**src/rtl/plusminus_value_ctrl.sv**
```systemverilog
// Plus/minus push-button sequencer driving a bounded WIDTH-bit value.
// Ports: clk, rst (sync, active-high); plus_button/minus_button (raw,
// active-low, async); value, step_pulse, step_dir, at_min, at_max.
// Optional auto-repeat: define AUTOREPEAT_EN.
module plusminus_value_ctrl #(
  parameter int unsigned WIDTH         = 8,
  parameter int unsigned MIN_VAL       = 0,
  parameter int unsigned MAX_VAL       = 99,
  parameter int unsigned INIT_VAL      = 0,
  parameter bit          WRAP          = 1'b0,
  parameter int unsigned DEB_CYCLES    = 1000000,
  parameter int unsigned REPEAT_DELAY  = 25000000,
  parameter int unsigned REPEAT_PERIOD = 5000000
) (
  input  logic             clk,
  input  logic             rst,
  input  logic             plus_button,
  input  logic             minus_button,
  output logic [WIDTH-1:0] value,
  output logic             step_pulse,
  output logic             step_dir,
  output logic             at_min,
  output logic             at_max
);

  localparam int CW = $clog2(DEB_CYCLES + 1);
  localparam logic [WIDTH-1:0] MINV = WIDTH'(MIN_VAL);
  localparam logic [WIDTH-1:0] MAXV = WIDTH'(MAX_VAL);
  localparam logic [WIDTH-1:0] INITV = WIDTH'(INIT_VAL);
  localparam logic [CW-1:0] DLAST = CW'(DEB_CYCLES - 1);

  // channel index 1 = plus, 0 = minus
  logic [1:0]         s1;
  logic [1:0]         s2;
  logic [1:0]         lvl;
  logic [1:0]         deb;
  logic [1:0]         req;
  logic [1:0]         flip;
  logic [1:0][CW-1:0] cnt;

  assign lvl = ~s2;

  always_comb begin
    for (int i = 0; i < 2; i++) begin
      flip[i] = (lvl[i] != deb[i]) && (cnt[i] == DLAST);
    end
  end

  always_ff @(posedge clk) begin
    if (rst) begin
      s1  <= 2'b11;
      s2  <= 2'b11;
      deb <= 2'b00;
      req <= 2'b00;
      cnt <= '0;
    end else begin
      s1 <= {plus_button, minus_button};
      s2 <= s1;
      for (int i = 0; i < 2; i++) begin
        if (lvl[i] == deb[i]) begin
          cnt[i] <= '0;
        end else if (flip[i]) begin
          cnt[i] <= '0;
          deb[i] <= lvl[i];
        end else begin
          cnt[i] <= cnt[i] + 1'b1;
        end
        req[i] <= flip[i] & lvl[i];
      end
    end
  end

  logic rep_step;
  logic rep_up;
  logic press_one;
  logic step_req;
  logic step_up;

  assign press_one = req[1] ^ req[0];

  // press edges win; simultaneous presses cancel
  always_comb begin
    step_req = 1'b0;
    step_up  = 1'b0;
    unique case (req)
      2'b10: begin
        step_req = 1'b1;
        step_up  = 1'b1;
      end
      2'b01: begin
        step_req = 1'b1;
        step_up  = 1'b0;
      end
      2'b11: begin
        step_req = 1'b0;
      end
      default: begin
        step_req = rep_step;
        step_up  = rep_up;
      end
    endcase
  end

`ifdef AUTOREPEAT_EN
  localparam int unsigned RMAX =
    (REPEAT_DELAY > REPEAT_PERIOD) ? REPEAT_DELAY : REPEAT_PERIOD;
  localparam int RW = $clog2(RMAX + 1);
  localparam logic [RW-1:0] RD_LAST = RW'(REPEAT_DELAY - 1);
  localparam logic [RW-1:0] RP_LAST = RW'(REPEAT_PERIOD - 1);

  typedef enum logic [1:0] {
    IDLE,
    DELAY,
    REPEAT
  } rep_state_t;

  rep_state_t    st;
  rep_state_t    st_nxt;
  logic [RW-1:0] rcnt;
  logic [RW-1:0] rcnt_nxt;
  logic          rdir;
  logic          rdir_nxt;
  logic          held;
  logic          rlast;

  assign held  = rdir ? deb[1] : deb[0];
  assign rlast = (st == DELAY) ? (rcnt == RD_LAST) : (rcnt == RP_LAST);
  assign rep_up = rdir;

  always_comb begin
    st_nxt   = st;
    rcnt_nxt = rcnt;
    rdir_nxt = rdir;
    rep_step = 1'b0;
    if (press_one && (deb[1] ^ deb[0])) begin
      st_nxt   = DELAY;
      rcnt_nxt = '0;
      rdir_nxt = req[1];
    end else if (st != IDLE) begin
      if (!held || (&deb)) begin
        st_nxt = IDLE;
      end else if (rlast) begin
        rep_step = 1'b1;
        st_nxt   = REPEAT;
        rcnt_nxt = '0;
      end else begin
        rcnt_nxt = rcnt + 1'b1;
      end
    end
  end

  always_ff @(posedge clk) begin
    if (rst) begin
      st   <= IDLE;
      rcnt <= '0;
      rdir <= 1'b0;
    end else begin
      st   <= st_nxt;
      rcnt <= rcnt_nxt;
      rdir <= rdir_nxt;
    end
  end
`else
  assign rep_step = 1'b0;
  assign rep_up   = 1'b0;
`endif

  logic [WIDTH-1:0] nxt;
  logic             changed;

  always_comb begin
    nxt = value;
    if (step_up) begin
      if (value == MAXV) nxt = WRAP ? MINV : MAXV;
      else               nxt = value + 1'b1;
    end else begin
      if (value == MINV) nxt = WRAP ? MAXV : MINV;
      else               nxt = value - 1'b1;
    end
  end

  assign changed = step_req && (nxt != value);

  always_ff @(posedge clk) begin
    if (rst) begin
      value      <= INITV;
      step_pulse <= 1'b0;
      step_dir   <= 1'b0;
    end else begin
      step_pulse <= changed;
      if (changed) begin
        value    <= nxt;
        step_dir <= step_up;
      end
    end
  end

  assign at_min = (value == MINV);
  assign at_max = (value == MAXV);

endmodule

```
**config.mk**
```make
export PLATFORM = sky130hd
export DESIGN_NAME = plusminus_value_ctrl
export DESIGN_NICKNAME = d
export VERILOG_FILES = /design/src/rtl/plusminus_value_ctrl.sv
export SDC_FILE = /design/constraint.sdc
export NUM_CORES = 1
export LEC_CHECK = 0
export BUFFER_PORTS_ARGS = -buffer_cell sky130_fd_sc_hd__buf_2
export CAP_MARGIN = 10
export CORE_MARGIN = 5
export CORE_UTILIZATION = 30
export DETAILED_ROUTE_END_ITERATION = 10
export PLACE_DENSITY = 0.49
export SLEW_MARGIN = 0
export SYNTH_ARGS = -nofsm -noshare
export SYNTH_HDL_FRONTEND = slang
export SYNTH_SLANG_ARGS = --single-unit
```
**constraint.sdc**
```tcl
create_clock -name clk -period 5 [get_ports clk]
set_clock_uncertainty 0.05 [all_clocks]
set_input_delay 0.5 -clock clk [delete_from_list [all_inputs] [get_ports clk]]
set_output_delay 0.5 -clock clk [all_outputs]
set_load 0.005 [all_outputs]
```
[After elaboration in Yosys (flattened, before gate mapping)]
Cells that the tools add are included.
Operators by class
  add/subtract/negate cells: 4
  equality and inequality tests: 10
  mux-type cells: 5
  bitwise operators: 5
  reductions and logical operators: 9
Operators with widths (count)
  20-bit by 1-bit adder with 20-bit output, second input constant: 2
  20-bit == test, second input constant: 2
  8-bit 2-to-1 mux: 3
  8-bit by 1-bit adder with 8-bit output, second input constant: 1
  8-bit by 7-bit == test with 1-bit output, second input constant: 1
  8-bit zero test: 1
  8-bit != test: 1
  8-bit by 1-bit subtractor with 8-bit output, second input constant: 1
  3-bit OR reduction: 2
  2-bit AND reduction: 2
  1-bit logical AND: 3
  1-bit bitwise AND: 2
  1-bit == test: 2
  2-bit by 1-bit == test with 1-bit output, second input constant: 1
  2-bit == test, second input constant: 1
  1-bit 2-to-1 mux: 2
  1-bit != test: 2
  1-bit NOT: 2
  2-bit NOT: 1
  2-bit OR reduction: 1
Storage, ports and cells
  register bits: 58
  input port bits: 4
  output and inout bits: 12
  word-level logic and storage cells: 43

[Longest topological paths before layout]
Gate-level depths: netlist (run 1).
  depth in word-level cells: 5
  gate-level depth with buffers: 9
  depth with buffers taken out: 8

[Worst setup path before layout (run 1)]
Ideal clock, no wire load.
  path type: register to register
  start point: register value[0]
  end point: register value[2]
  setup time: 117 ps
  arrival time: 2319 ps
  data required time: 4833 ps
  path slack: 2514 ps
  cell stages (with the launch flop): 10
  path buffers: 1
  period minus slack after synthesis: 2486 ps
  cells stage by stage: dfxtp_1 clkbuf_1 inv_1 ha_1 nor3b_1 a211o_1 and4b_4 nor3_4 o311ai_1 a32o_1
On the way
  cells in the longest elaborated chain, start to end: 5
  elaborated cells between the ends (all ways): 9
  classes of those cells: add/sub (2); eq/ne (2); mux (3); reduce/logical (2)
RTL lines
  start: declaration: RTL line 19  | output logic [WIDTH-1:0] value,
  start signal: assignment: RTL line 192  | value <= nxt;
  8-bit by 1-bit subtractor with 8-bit output (tied with other cells): RTL line 178  | else nxt = value - 1'b1;
  8-bit 2-to-1 mux (on tied branches): RTL line 177, 174
  8-bit 2-to-1 mux: RTL line 173  | if (step_up) begin
  8-bit != test: RTL line 182  | assign changed = step_req && (nxt != value);
  1-bit logical AND: RTL line 182
Parallel ways exist; a longest one is shown, timed or not.
A chain may end at the register's enable or synchronous reset.

[Worst setup path in the final report (run 1)]
Same ends and word-level chain as after synthesis.

==> impl_metrics.env, run 1 <==
export IMPL_postRouteAntennaNets=0
export IMPL_p_int_uw=798
export IMPL_fin_crit_sh_pct=53.4
export IMPL_drt_iter0_markers=80
export IMPL_fmax_mhz=374
export IMPL_synthArstFlopShare_pct=0
export IMPL_numCtsBuffers=9
export IMPL_p_sw_uw=203
export IMPL_tightest_slew_ps=709
export IMPL_mostFrequentLayoutCell="dfxtp_1"
export IMPL_dieWidth_um=106
export IMPL_clockPowerShare_pct=52.5
export IMPL_cp_start_kind="flip-flop"
export IMPL_post_cts_resized=0
export IMPL_met1_usage_pct=14.9
export IMPL_first_pass_iters=4
export IMPL_netlist_area_um2=2790
export IMPL_crit_fanout=17
export IMPL_portBuffers=15
export IMPL_path_class="reg2reg"
export IMPL_peakVddDrop_mv=0.122
export IMPL_yosys_warnings=0
export IMPL_io_pins=16
export IMPL_powerDensity_nw_per_um2=313
export IMPL_area_delta_synth_final_pct=14.3
export IMPL_yosysSeqAreaShare_pct=41.6
export IMPL_clock_latency_ps=340
export IMPL_synthTopCellsByArea="dfxtp_1 42%, xor2_1 8.2%, nor2_1 7.3%"
export IMPL_postCtsSetupBuffers=0
export IMPL_grt_first_pass_wirelength_um=10000
export IMPL_num_fill_cells=956
export IMPL_drv_slew=0
export IMPL_p_comb_share_pct=1.0
export IMPL_rsz0062_at_grt="false"
export IMPL_synth_seq_cells=58
export IMPL_cts_tree="built"
export IMPL_seqPwrFrac_pct=46.5
export IMPL_synthCells=320
export IMPL_finalWirelength_um=5640
export IMPL_period_minus_slack_ps=2670
export IMPL_overflow=0
export IMPL_yosys_area_top_type="dfxtp_1"
export IMPL_antennaDiodeCount=0
export IMPL_tns_ps=0
export IMPL_core_um2=9150
export IMPL_syn_nets=330
export IMPL_synth_top_area_share_pct=41.6
export IMPL_viasPerCell=4.96
export IMPL_relSlewSlack_pct=52.7
export IMPL_use_met2_pct=15.8
export IMPL_required_ps=5180
export IMPL_die_area_um2=11300
export IMPL_grt_max_degree=23
export IMPL_antenna_found_initial=0
export IMPL_arrival_ps=2860
export IMPL_place_congestion=0.818
export IMPL_cap_violations=0
export IMPL_hp_class="in2reg"
export IMPL_switching_share_pct=20.2
export IMPL_drive_gt1_share_pct=13.6
export IMPL_syn_avg_cell_area_um2=8.73
export IMPL_hold_viol=0
export IMPL_wl_per_cell_um=12.6
export IMPL_outcome="finished clean"
export IMPL_drc=0
export IMPL_cts_sink_count=58
export IMPL_start_util_pct=30.5
export IMPL_yosysUniqueCellTypes=48
export IMPL_grt_use_total_pct=10.9
export IMPL_clkTransAtPathRegs_ps=70
export IMPL_hold_ws_ps=308
export IMPL_dp_hpwl_um=3900
export IMPL_grtUsageMet3_pct=2.37
export IMPL_grt_busiest_layer="met2"
export IMPL_num_rows=35
export IMPL_p_leak_uw=0.00114
export IMPL_final_cell_mix="58 x dfxtp_1, 54 x nor2_1, 26 x xor2_1, 22 x nand2_1, 20 x nand3_1"
export IMPL_cts_root_buf="clkbuf_8"
export IMPL_synth_edf_count=0
export IMPL_nets=343
export IMPL_cts_hold_buf=0
export IMPL_die_height_um=106
export IMPL_endpoint_kind="flip-flop"
export IMPL_synthFlopType="dfxtp_1"
export IMPL_h_tree_depth=3
export IMPL_clk_path_buf_depth=2
export IMPL_grt_pass1_vias=2109
export IMPL_dr_total_vias=2226
export IMPL_setup_viol=0
## metrics by stage
step | area (µm²) | cells | util [%] | worst slack, ps | total power, µW
after floorplan | 2790 | 320 | - | 2510 | 482
after CTS | 3190 | 449 | 34.9 | 2310 | 1020
after global placement | 2950 | 433 | 32.2 | 2380 | 486
after detailed placement | 2950 | 433 | 32.2 | 2310 | 486
after global routing | 3190 | 449 | 34.9 | 2090 | 1050
final | 3190 | 449 | 34.9 | 2330 | 1000
## layer usage
metal / wire [µm] / share of wire, %
met1: 2840 / 50
met2: 2490 / 44
met3: 213 / 3.8
met4: 89 / 1.6
met5: 0 / 0
## path summary, 6_finish.rpt
kind	from	endpoint	slack, ps	cells after the start
setup / recovery	value[0]	value[2]	2330	8
hold / removal	plus_button	s1[1]	310	2
setup reg to reg	value[0]	value[2]	2330	8
hold reg to reg	s1[0]	s2[0]	350	1
## synth_stat cells (2+ instances only)
cell	n
o21ai_0	2
buf_6	2
nand2_1	22
mux2i_1	3
and2_1	3
xnor2_1	13
or3_2	2
nor2_1	54
and4_1	5
inv_1	10
nand2b_1	2
dfxtp_1	58
nand3_1	20
xor2_1	26
a41oi_1	2
nand4_1	10
ha_1	6
a32oi_1	3
buf_2	2
a32o_1	2
a211oi_1	4
nor4b_1	4
clkbuf_1	10
a21oi_1	4
and3_1	9
or2_2	5
nor4_1	3
a22oi_1	5
nor3_1	10
## critical path, cell delays in order, from the launching register on
cell      delay (ps)
dfxtp_1          640
inv_1            130
ha_1             210
nor3b_1          160
a211o_1          350
and4b_4          200
nor3_4           350
o311ai_1         180
a32o_1           280
## sequential cells by signal, indices dropped and copies added, names as in the netlist
name and count:
cnt 40, deb 2, value 8, s2 2, req 2, step_pulse 1, s1 2, step_dir 1
## power groups by stage
stage	Sequential (µW)	Clock [µW]	Combinational, µW
final	465	525	10.1
after global routing	465	570	11.4
after CTS	465	547	10.4
after detailed placement	475	0	10.4
after global placement	475	0	10.6
after floorplan	475	0	6.66
## area by class of cell
| cell class | instances | area, µm² | share of cell area (%) |
|---|---|---|---|
| Clock buffer | 9 | 124 | 3.88 |
| Clock inverter | 7 | 118 | 3.68 |
| Inverter | 10 | 37.5 | 1.18 |
| Multi-Input combinational cell | 238 | 1530 | 48.0 |
| Sequential cell | 58 | 1160 | 36.4 |
| Tap cell | 111 | 139 | 4.35 |
| Timing Repair Buffer | 16 | 82.6 | 2.59 |
## kinds of logic after synthesis
logic type	count (synthesis)	synth area share [%]
simple gates	158	29.7
buf+inv	24	3.85
mux	3	1.08
compound gates	32	8.92
xor+xnor	39	12.2
fa+ha+maj	6	2.69
flops	58	41.6
(Power assumes the default switching activity.)
==> run 2: changes to the inputs <==
==> constraint.sdc (replaced) <==
create_clock -name clk -period 2.6 [get_ports clk]
set_clock_uncertainty 0.05 [all_clocks]
set_input_delay 0.26 -clock clk [delete_from_list [all_inputs] [get_ports clk]]
set_output_delay 0.26 -clock clk [all_outputs]
set_load 0.005 [all_outputs]
==> impl_metrics.env, run 2 (synthesis results as in run 1) <==
export IMPL_die_height_um=106
export IMPL_tightest_slew_ps=483
export IMPL_pre_cts_ws_ps=340
export IMPL_powerDensity_nw_per_um2=560
export IMPL_h_tree_depth=3
export IMPL_die_area_um2=11300
export IMPL_p_comb_share_pct=1.1
export IMPL_period_minus_slack_ps=2260
export IMPL_final_cell_mix="58 x dfxtp_1, 54 x nor2_1, 26 x xor2_1, 22 x nand2_1, 20 x nand3_1"
export IMPL_dp_hpwl_um=4040
export IMPL_drt_iter0_markers=138
export IMPL_postRouteAntennaNets=0
export IMPL_numCtsBuffers=9
export IMPL_seqPwrFrac_pct=48.9
export IMPL_antenna_found_initial=0
export IMPL_multiInputGateArea_um2=1530
export IMPL_clkTransAtPathRegs_ps=60
export IMPL_critPathBufInv=2
export IMPL_cts_hold_buf=0
export IMPL_fin_util_pct=35.6
export IMPL_tns_ps=0
export IMPL_mostFrequentLayoutCell="dfxtp_1"
export IMPL_top_register="cnt"
export IMPL_post_cts_resized=0
export IMPL_nets=355
export IMPL_place_congestion=0.819
export IMPL_rsz0062_at_grt="false"
export IMPL_num_rows=35
export IMPL_grt_use_total_pct=10.7
export IMPL_clock_latency_ps=320
export IMPL_portBuffers=15
export IMPL_core_um2=9150
export IMPL_post_place_cells=445
export IMPL_p_leak_uw=0.00118
export IMPL_reg_largest_list="cnt: 40 flops, value: 8 flops"
export IMPL_dieWidth_um=106
export IMPL_clockPowerShare_pct=49.9
export IMPL_worst_slack_ps=344
export IMPL_p_int_uw=1460
export IMPL_fin_crit_sh_pct=86.8
export IMPL_crit_fanout=7
export IMPL_viasPerCell=4.82
export IMPL_peakVddDrop_mv=0.329
export IMPL_path_class="reg2reg"
export IMPL_switching_share_pct=20.0
export IMPL_cap_violations=0
export IMPL_arrival_ps=2410
export IMPL_cp_start_kind="flip-flop"
export IMPL_hold_viol=0
export IMPL_grt_pass1_vias=2118
export IMPL_drive_gt1_share_pct=16.3
export IMPL_required_ps=2750
export IMPL_cts_root_buf="clkbuf_8"
export IMPL_postCtsSetupBuffers=0
export IMPL_cp_cell_sequence="inv_1 -> ha_1 -> nor3b_1 -> a211o_1 -> a211oi_1 -> nor3_4 -> buf_4 -> mux2i_1 -> nor2_1"
export IMPL_path_delay_family="compound AO/OA/AOI/OAI gates"
export IMPL_fmax_mhz=443
export IMPL_grt_max_degree=19
export IMPL_stdcell_count=461
export IMPL_regArea_um2=1160
export IMPL_cts_sink_count=58
export IMPL_relSlewSlack_pct=67.6
export IMPL_largest_register_ffs=40
export IMPL_area_delta_synth_final_pct=16.8
export IMPL_start_util_pct=30.5
export IMPL_finalWirelength_um=5690
export IMPL_grt_first_pass_wirelength_um=9870
export IMPL_drv_slew=0
export IMPL_hp_class="in2reg"
export IMPL_fin_area_um2=3260
export IMPL_wl_per_cell_um=12.3
export IMPL_p_sw_uw=365
export IMPL_endpoint_kind="flip-flop"
export IMPL_outcome="finished clean"
export IMPL_io_pins=16
export IMPL_drc=0
export IMPL_place_area_um2=3040
export IMPL_num_fill_cells=933
export IMPL_cp_slowest_cell="a211oi_1"
export IMPL_dr_total_vias=2222
export IMPL_critical_path_max_stage_delay_ps=430
export IMPL_overflow=0
export IMPL_setup_viol=0
export IMPL_cts_tree="built"
export IMPL_antennaDiodeCount=0
export IMPL_first_pass_iters=4
export IMPL_clk_path_buf_depth=2
## run 2: cell types whose count changed in the layout (fill, tap and decap cells not counted)
cell,delta
buf_4,+12
clkinv_4,-2
bufinv_16,-1
clkbuf_1,+1
clkbuf_8,+1
clkinvlp_4,+1
## run 2: cell type report
class                   count  share of cell area (%)
well taps                 111                    4.26
multi-input cells         238                    47.0
flip-flops and latches     58                    35.6
repair buffers             28                    5.30
clock buffers              11                    4.34
clock inverters             5                    2.38
inverters                  10                    1.15
## run 2: through the flow
stage	power [µW]	hold WS, ps
floorplan	927	314
global placement	935	341
detailed placement	936	343
CTS	1860	71.5
global route	1910	69.8
finish	1830	85.0
## run 2: worst reg2reg max path, stage by stage, from the launching register on
cell,delay (ps)
dfxtp_1,370
inv_1,70
ha_1,190
nor3b_1,170
a211o_1,340
a211oi_1,430
nor3_4,130
buf_4,180
mux2i_1,150
nor2_1,50
## run 2: routing by layer
layer	global-route usage [%]	wire [µm]	part of all wire (%)	up-vias
met3	2.43	255	4.5	10
met4	5.21	88	1.5	0
li1	-	-	-	1173
met5	0	0	0	-
met2	16.0	2430	43	45
met1	14.4	2910	51	994
## run 2: final timing paths
kind,from,endpoint,slack (ps),cells after the start
setup reg to reg,value[0],value[5],340,9
hold / removal,plus_button,s1[1],80,2
setup / recovery,value[0],value[5],340,9
hold reg to reg,s1[0],s2[0],360,1
## run 2: power groups by stage
stage / clock, µW / sequential, µW / combinational [µW]
finish: 912 / 894 / 20.7
global route: 988 / 894 / 23.5
CTS: 946 / 894 / 21.4
detailed placement: 0 / 914 / 21.3
global placement: 0 / 914 / 21.2
floorplan: 0 / 914 / 12.8
